`config.mk`:
```
export PLATFORM = sky130hd
export DESIGN_NAME = bram_lsu
export DESIGN_NICKNAME = d
export VERILOG_FILES = /design/src/rtl/bram_lsu_pkg.sv /design/src/rtl/bram_lsu_align.sv /design/src/rtl/bram_lsu.sv
export SDC_FILE = /design/constraint.sdc
export NUM_CORES = 1
export LEC_CHECK = 0
export BUFFER_PORTS_ARGS = -buffer_cell sky130_fd_sc_hd__buf_2
export CORE_UTILIZATION = 48
export DETAILED_ROUTE_END_ITERATION = 12
export MAX_ROUTING_LAYER = met4
export PLACE_DENSITY = 0.82
export SLEW_MARGIN = 10
export SYNTH_ARGS = -nofsm -noshare
export SYNTH_HDL_FRONTEND = slang
export SYNTH_SLANG_ARGS = --single-unit
```
`constraint.sdc`:
```
create_clock -name clk -period 2.3 [get_ports clk]
set_input_delay 0 -clock clk [delete_from_list [all_inputs] [get_ports clk]]
set_output_delay 0 -clock clk [all_outputs]
set_load 0.05 [all_outputs]
```
`src/rtl/bram_lsu_pkg.sv`:
```
// Shared definitions for the BRAM load/store unit.
//   - RV32 load/store width codes (funct3)
//   - LSU control FSM state enum
//   - lsu_req_err(): decides whether an incoming request must be rejected
package bram_lsu_pkg;

  localparam logic [2:0] F3_B  = 3'b000;
  localparam logic [2:0] F3_H  = 3'b001;
  localparam logic [2:0] F3_W  = 3'b010;
  localparam logic [2:0] F3_BU = 3'b100;
  localparam logic [2:0] F3_HU = 3'b101;

  typedef enum logic [1:0] {
    IDLE    = 2'd0,
    RD_WAIT = 2'd1,
    WRITE   = 2'd2,
    RESP    = 2'd3
  } lsu_state_t;

  // A request is rejected when its width code is unknown (unsigned widths
  // make no sense for stores), when it is misaligned for its width, or when
  // the address falls outside the BRAM window.
  function automatic logic lsu_req_err(input logic       we,
                                       input logic [2:0] funct3,
                                       input logic [1:0] byte_off,
                                       input logic       out_of_range);
    logic bad;
    bad = out_of_range;
    case (funct3)
      F3_B:    bad = bad;
      F3_BU:   bad = bad | we;
      F3_H:    bad = bad | byte_off[0];
      F3_HU:   bad = bad | we | byte_off[0];
      F3_W:    bad = bad | (byte_off != 2'b00);
      default: bad = 1'b1;
    endcase
    return bad;
  endfunction

endpackage

```
`src/rtl/bram_lsu_align.sv`:
```
// lsu_align: purely combinational byte-lane handling for the LSU.
//   funct3     in  : width code of the request
//   byte_off   in  : address bits [1:0]
//   rword      in  : word read from the BRAM
//   wlane      in  : low 16 bits of the store data (right-aligned)
//   load_data  out : selected lane of rword, sign- or zero-extended
//   merge_word out : rword with the addressed byte/half replaced by wlane
module lsu_align
  import bram_lsu_pkg::*;
(
  input  logic [2:0]  funct3,
  input  logic [1:0]  byte_off,
  input  logic [31:0] rword,
  input  logic [15:0] wlane,
  output logic [31:0] load_data,
  output logic [31:0] merge_word
);

  logic [15:0] lane;

  always_comb begin
    // Move the addressed lane down to bit 0; only the low half is ever used.
    lane = 16'(rword >> {byte_off, 3'b000});

    case (funct3)
      F3_B:    load_data = {{24{lane[7]}}, lane[7:0]};
      F3_BU:   load_data = {24'h0, lane[7:0]};
      F3_H:    load_data = {{16{lane[15]}}, lane};
      F3_HU:   load_data = {16'h0, lane};
      default: load_data = rword;
    endcase

    merge_word = rword;
    case (funct3)
      F3_B:    merge_word[{byte_off, 3'b000} +: 8]       = wlane[7:0];
      F3_H:    merge_word[{byte_off[1], 4'b0000} +: 16]  = wlane;
      default: merge_word = rword;
    endcase
  end

endmodule

```
`src/rtl/bram_lsu.sv`:
```
// bram_lsu: single-outstanding load/store unit in front of a dual-port BRAM.
// Port A is used for writes, port B for reads. Sub-word stores are done as
// read-modify-write because the BRAM only has a whole-word write enable.
//   clk, rstn                    clock, asynchronous active-low reset
//   req_valid/req_ready          request handshake (ready only when idle)
//   req_we, req_funct3           store flag and RV32 width code
//   req_addr, req_wdata          byte address and right-aligned store data
//   resp_valid                   one-cycle completion pulse
//   resp_rdata, resp_err         extended load data / rejection flag
//   mem_wea, mem_addra, mem_dina BRAM write port
//   mem_addrb, mem_doutb         BRAM read port
module bram_lsu
  import bram_lsu_pkg::*;
#(
  parameter int READ_LATENCY = 1,
  parameter int ADDR_BITS    = 12
) (
  input  logic        clk,
  input  logic        rstn,
  input  logic        req_valid,
  output logic        req_ready,
  input  logic        req_we,
  input  logic [2:0]  req_funct3,
  input  logic [31:0] req_addr,
  input  logic [31:0] req_wdata,
  output logic        resp_valid,
  output logic [31:0] resp_rdata,
  output logic        resp_err,
  output logic        mem_wea,
  output logic [31:0] mem_addra,
  output logic [31:0] mem_addrb,
  output logic [31:0] mem_dina,
  input  logic [31:0] mem_doutb
);

  lsu_state_t  state, state_nxt;
  logic        we_q;
  logic [2:0]  funct3_q;
  logic [31:0] addr_q;
  logic [31:0] wdata_q;
  logic        err_q;
  logic        wait_cnt;
  logic        wait_last;
  logic        accept;
  logic        out_of_range;
  logic        req_err;
  logic [31:0] load_data;
  logic [31:0] merge_word;

  generate
    if (ADDR_BITS < 32) begin : g_range
      assign out_of_range = |req_addr[31:ADDR_BITS];
    end else begin : g_full
      assign out_of_range = 1'b0;
    end
  endgenerate

  // Ready is gated by rstn so it reads 0 throughout reset and rises as soon
  // as reset is released, without waiting for a clock edge.
  assign req_ready = (state == IDLE) && rstn;
  assign accept    = req_valid && req_ready;
  assign req_err   = lsu_req_err(req_we, req_funct3, req_addr[1:0], out_of_range);
  assign wait_last = (wait_cnt == 1'(READ_LATENCY - 1));

  // Both BRAM ports address the registered word; byte lanes are handled here.
  assign mem_addra = {addr_q[31:2], 2'b00};
  assign mem_addrb = {addr_q[31:2], 2'b00};

  // ---- cycle 0 -> 1: capture request, advance FSM ----
  always_ff @(posedge clk or negedge rstn) begin
    if (!rstn) begin
      state    <= IDLE;
      we_q     <= 1'b0;
      funct3_q <= 3'b000;
      addr_q   <= 32'h0;
      wdata_q  <= 32'h0;
      err_q    <= 1'b0;
      wait_cnt <= 1'b0;
    end else begin
      state <= state_nxt;
      if (accept) begin
        we_q     <= req_we;
        funct3_q <= req_funct3;
        addr_q   <= req_addr;
        wdata_q  <= req_wdata;
        err_q    <= req_err;
        wait_cnt <= 1'b0;
      end else if (state == RD_WAIT) begin
        wait_cnt <= wait_cnt + 1'b1;
      end
    end
  end

  always_comb begin
    state_nxt = state;
    case (state)
      IDLE: begin
        if (accept) begin
          if (req_err)                  state_nxt = RESP;
          else if (!req_we)             state_nxt = RD_WAIT;
          else if (req_funct3 == F3_W)  state_nxt = WRITE;
          else                          state_nxt = RD_WAIT;
        end
      end
      RD_WAIT: begin
        // The read word is valid on the cycle after the last wait cycle.
        if (wait_last) state_nxt = we_q ? WRITE : RESP;
      end
      WRITE:   state_nxt = IDLE;
      RESP:    state_nxt = IDLE;
      default: state_nxt = IDLE;
    endcase
  end

  lsu_align u_align (
    .funct3     (funct3_q),
    .byte_off   (addr_q[1:0]),
    .rword      (mem_doutb),
    .wlane      (wdata_q[15:0]),
    .load_data  (load_data),
    .merge_word (merge_word)
  );

  // ---- response / write cycle ----
  always_comb begin
    resp_valid = 1'b0;
    resp_err   = 1'b0;
    resp_rdata = 32'h0;
    mem_wea    = 1'b0;
    mem_dina   = 32'h0;
    case (state)
      WRITE: begin
        mem_wea    = 1'b1;
        resp_valid = 1'b1;
        mem_dina   = (funct3_q == F3_W) ? wdata_q : merge_word;
      end
      RESP: begin
        resp_valid = 1'b1;
        resp_err   = err_q;
        resp_rdata = (err_q || we_q) ? 32'h0 : load_data;
      end
      default: ;
    endcase
  end

endmodule

```
==> impl_metrics.toml <==
[status]
outcome = "finished, final reports clean"

[run]
max_cap_viol = 0

[route]
num_vias = 5457
drc_errors = 0
drt-pass1-iter-count = 5
postRouteAntennaNets = 0
detail_route.wirelength_mm = 19.2
drt_iter0_drc = 389
routed_wire_length_per_instance_um = 20.5
route.detailed.vias_per_inst = 5.83

[synth]
yosysWarnings = 0
asyncSetResetFlopFracSynth_pct = 100
post_synth.cell_area_avg_um2 = 9.29
number_of_unique_standard_cell_types_used_by_synthesis = 50
sequential_element_share_of_the_synthesized_area_pct = 34.8
mappedNetlistArea_um2 = 5180
cell_count_after_synthesis = 557
dominantRegCellSynth = "dfrtp_1"
count_of_flip_flops_with_a_built_in_enable_after_synthesis = 0
yosys_register_bits = 72

[sta]
final-hold-violation-count = 0
number_of_max_slew_violations_in_the_final_report = 0
final.min_clock_period_ns = 2.25
tightestPinTransition_ns = 0.938
tns_ns = 0
timing.fmax_mhz = 444
post-route-period-util_pct = 98.0
relSlewSlack_pct = 37.5
final.setup.worst_slack_ns = 0.0467
final.setup_skew_ns = 0.0133
rsz0062_at_grt = "true"
finalSetupViolations = 0

[placement]
placement.io_buffers = 230
hpwl_mm = 13.2
gpl.final_weighted_congestion = 0.935
detailedPlace.worstSlack_ns = 0.196

[clock_tree]
cts_max_path_buffers = 2
cts_tree = "built"
path_clk_slew_ns = 0.08
clk_latency_ns = 0.36
clockRootBuffer = "clkbuf_8"
numCtsBuffers = 9
cts_h_tree_depth = 3
cts.sink_count = 72

[global_route]
grt_remaining_overflow = 0
gr_usage_total_pct = 35.4
pin_count_of_the_biggest_net_entering_global_routing = 73
grt_first_pass_wirelength_mm = 29.7
first_global_vias = 5536
antenna_violations_before_repair = 0

[power_and_ir_drop]
total_leakage_power_nw = 3.33
power_per_cell_area_nw_per_um2 = 1550
power_mw = 11.7
max-vdd-ir-drop_v = 0.00145

[die]
row_count = 37
floorplan.die.height_um = 106
floorplan.die_area_um2 = 11200
initial_core_util_pct = 49.9
boundaryPins = 235
core_um2 = 10400
die_w_um = 106

[worst_hold_path]
worst_hold_check_path_type = "input port to flop"
hold_path_depth = 4
worstHoldStart = "req_valid"

[worst_setup_path]
critical_path.startpoint = "addr_q[1]$_DFFE_PN0P_"
crit_path_class = "flop to output port"
worst_reg_to_reg_cells = 4
rr_startpoint = "state[1]$_DFFE_PN0P_"
critPathCaptureType = "output port"
crit_path_max_fanout = 17
worst_ep_required_time_ns = 2.30
critical_path_arrival_ns = 2.25
setup.worst_path.start_class = "flop"

[finish]
antenna_cells = 0
fillCellCount = 732
finalNetCount = 903
flow.area_growth_from_synthesis_pct = 45.9
final_layout_size_suffix_gt1_share_pct = 53.3
## placed cells by master, fill, tap and decap left out, types with 6 or more instances in the layout
cell type / instances
mux2i_1: 8
nor4_1: 6
a22oi_1: 9
nor3_1: 13
nand2_1: 35
buf_4: 50
inv_1: 9
nor2_2: 10
mux2_2: 66
o21ai_2: 7
buf_6: 6
o21ai_0: 15
o221ai_1: 8
dfrtp_1: 68
nor2_1: 22
a221oi_1: 13
o21ba_2: 8
clkbuf_8: 9
nand2b_1: 10
clkbuf_4: 9
nor2b_1: 13
a21oi_2: 9
dlygate4sd3_1: 69
a32oi_1: 7
buf_12: 8
buf_2: 183
nor3_2: 8
o22ai_4: 8
o2bb2ai_1: 7
a21oi_1: 41
o221a_2: 7
## flip-flops by register name, summed over array words and instances, names as in the netlist
register / cells
funct3_q: 3
state: 2
wait_cnt: 1
addr_q: 32
wdata_q: 32
err_q: 1
we_q: 1
## cell families after synthesis
| group | synth area share (%) |
|---|---|
| other | 0.0724 |
| buffers and inverters | 13.4 |
| DFF | 34.8 |
| xor gates and xnor gates | 0.169 |
| adders and majority gates | 1.21 |
| and+or+nand+nor | 12.8 |
| AOI/OAI and AO/OA | 21.3 |
| muxes | 16.2 |
## area by class of cell
class | instances | area, µm² | area share (%)
clock buffer | 9 | 124 | 1.64
clock inverter | 7 | 60.1 | 0.795
inverter | 12 | 48.8 | 0.646
multi-input combinational | 374 | 3040 | 40.2
sequential | 72 | 1810 | 23.9
tap | 136 | 170 | 2.25
timing repair buffer | 326 | 2300 | 30.5
## power by group
group	total (mW)	switching, mW	internal [mW]
Clock	0.976	0.566	0.410
Combinational	8.10	5.38	2.72
Sequential	2.64	0.738	1.90
## per-stage QoR
step	utilization (%)	area (µm²)	hold WS, ns	cells
4_1_cts	71.0	7360	0.206	934
6_report	72.8	7550	0.226	936
5_1_grt	72.8	7550	0.258	936
3_5_place_dp	61.4	6360	0.237	847
3_3_place_gp	61.4	6360	0.232	847
2_1_floorplan	-	5420	-0.296	560
## synthesized netlist by cell type (9+ instances only)
cell type  instances  share of area [%]
nor3_1            21                2.0
o22ai_1            9                1.1
a221oi_1          15                2.5
dfrtp_1           72                 35
mux2_2            66                 14
clkbuf_1          19                1.4
nor2b_1           15                1.8
o21ai_0           23                2.2
nand2b_1          12                1.5
nor2_1            32                2.3
buf_2             15                1.5
inv_1             10               0.73
a22oi_1            9                1.3
a21oi_1           50                4.8
nand2_1           37                2.7
buf_4             64                9.3
## path summary, 6_finish.rpt
check,endpoint,slack (ns)
worst max register to register,wdata_q[5]$_DFFE_PN0P_,0.46
worst max-delay path,resp_rdata[17],0.05
min in group asynchronous,err_q$_DFFE_PN0P_,0.50
worst min-delay path,state[1]$_DFFE_PN0P_,0.23
max in group asynchronous,addr_q[1]$_DFFE_PN0P_,1.12
worst min register to register,wdata_q[27]$_DFFE_PN0P_,0.51
## per-layer routing
metal / global-route usage [%] / vias up / routed length [µm]
met5: - / - / 0
met4: 16.0 / 0 / 786
met3: 6.31 / 62 / 1710
met2: 56.8 / 372 / 9170
met1: 43.7 / 2579 / 7550
li1: - / 2444 / -
## worst max-delay path, stage by stage (launching register included)
cell and delay [ns]:
dfrtp_2 0.46, buf_12 0.16, mux2_4 0.32, a221oi_4 0.29, a21boi_4 0.23, buf_12 0.16, nor3_1 0.07, buf_4 0.20
## timing repair
item | CTS | global route
cloned | 0 | 1
gates resized for setup | 28 | 73
setup endpoints to repair | 55 | 57
hold buffers | 69 | 0
pin swaps | 2 | 3
buffers inserted | 2 | 1
endpoints found under the hold margin | 140 | 0
(Power assumes the default switching activity.)
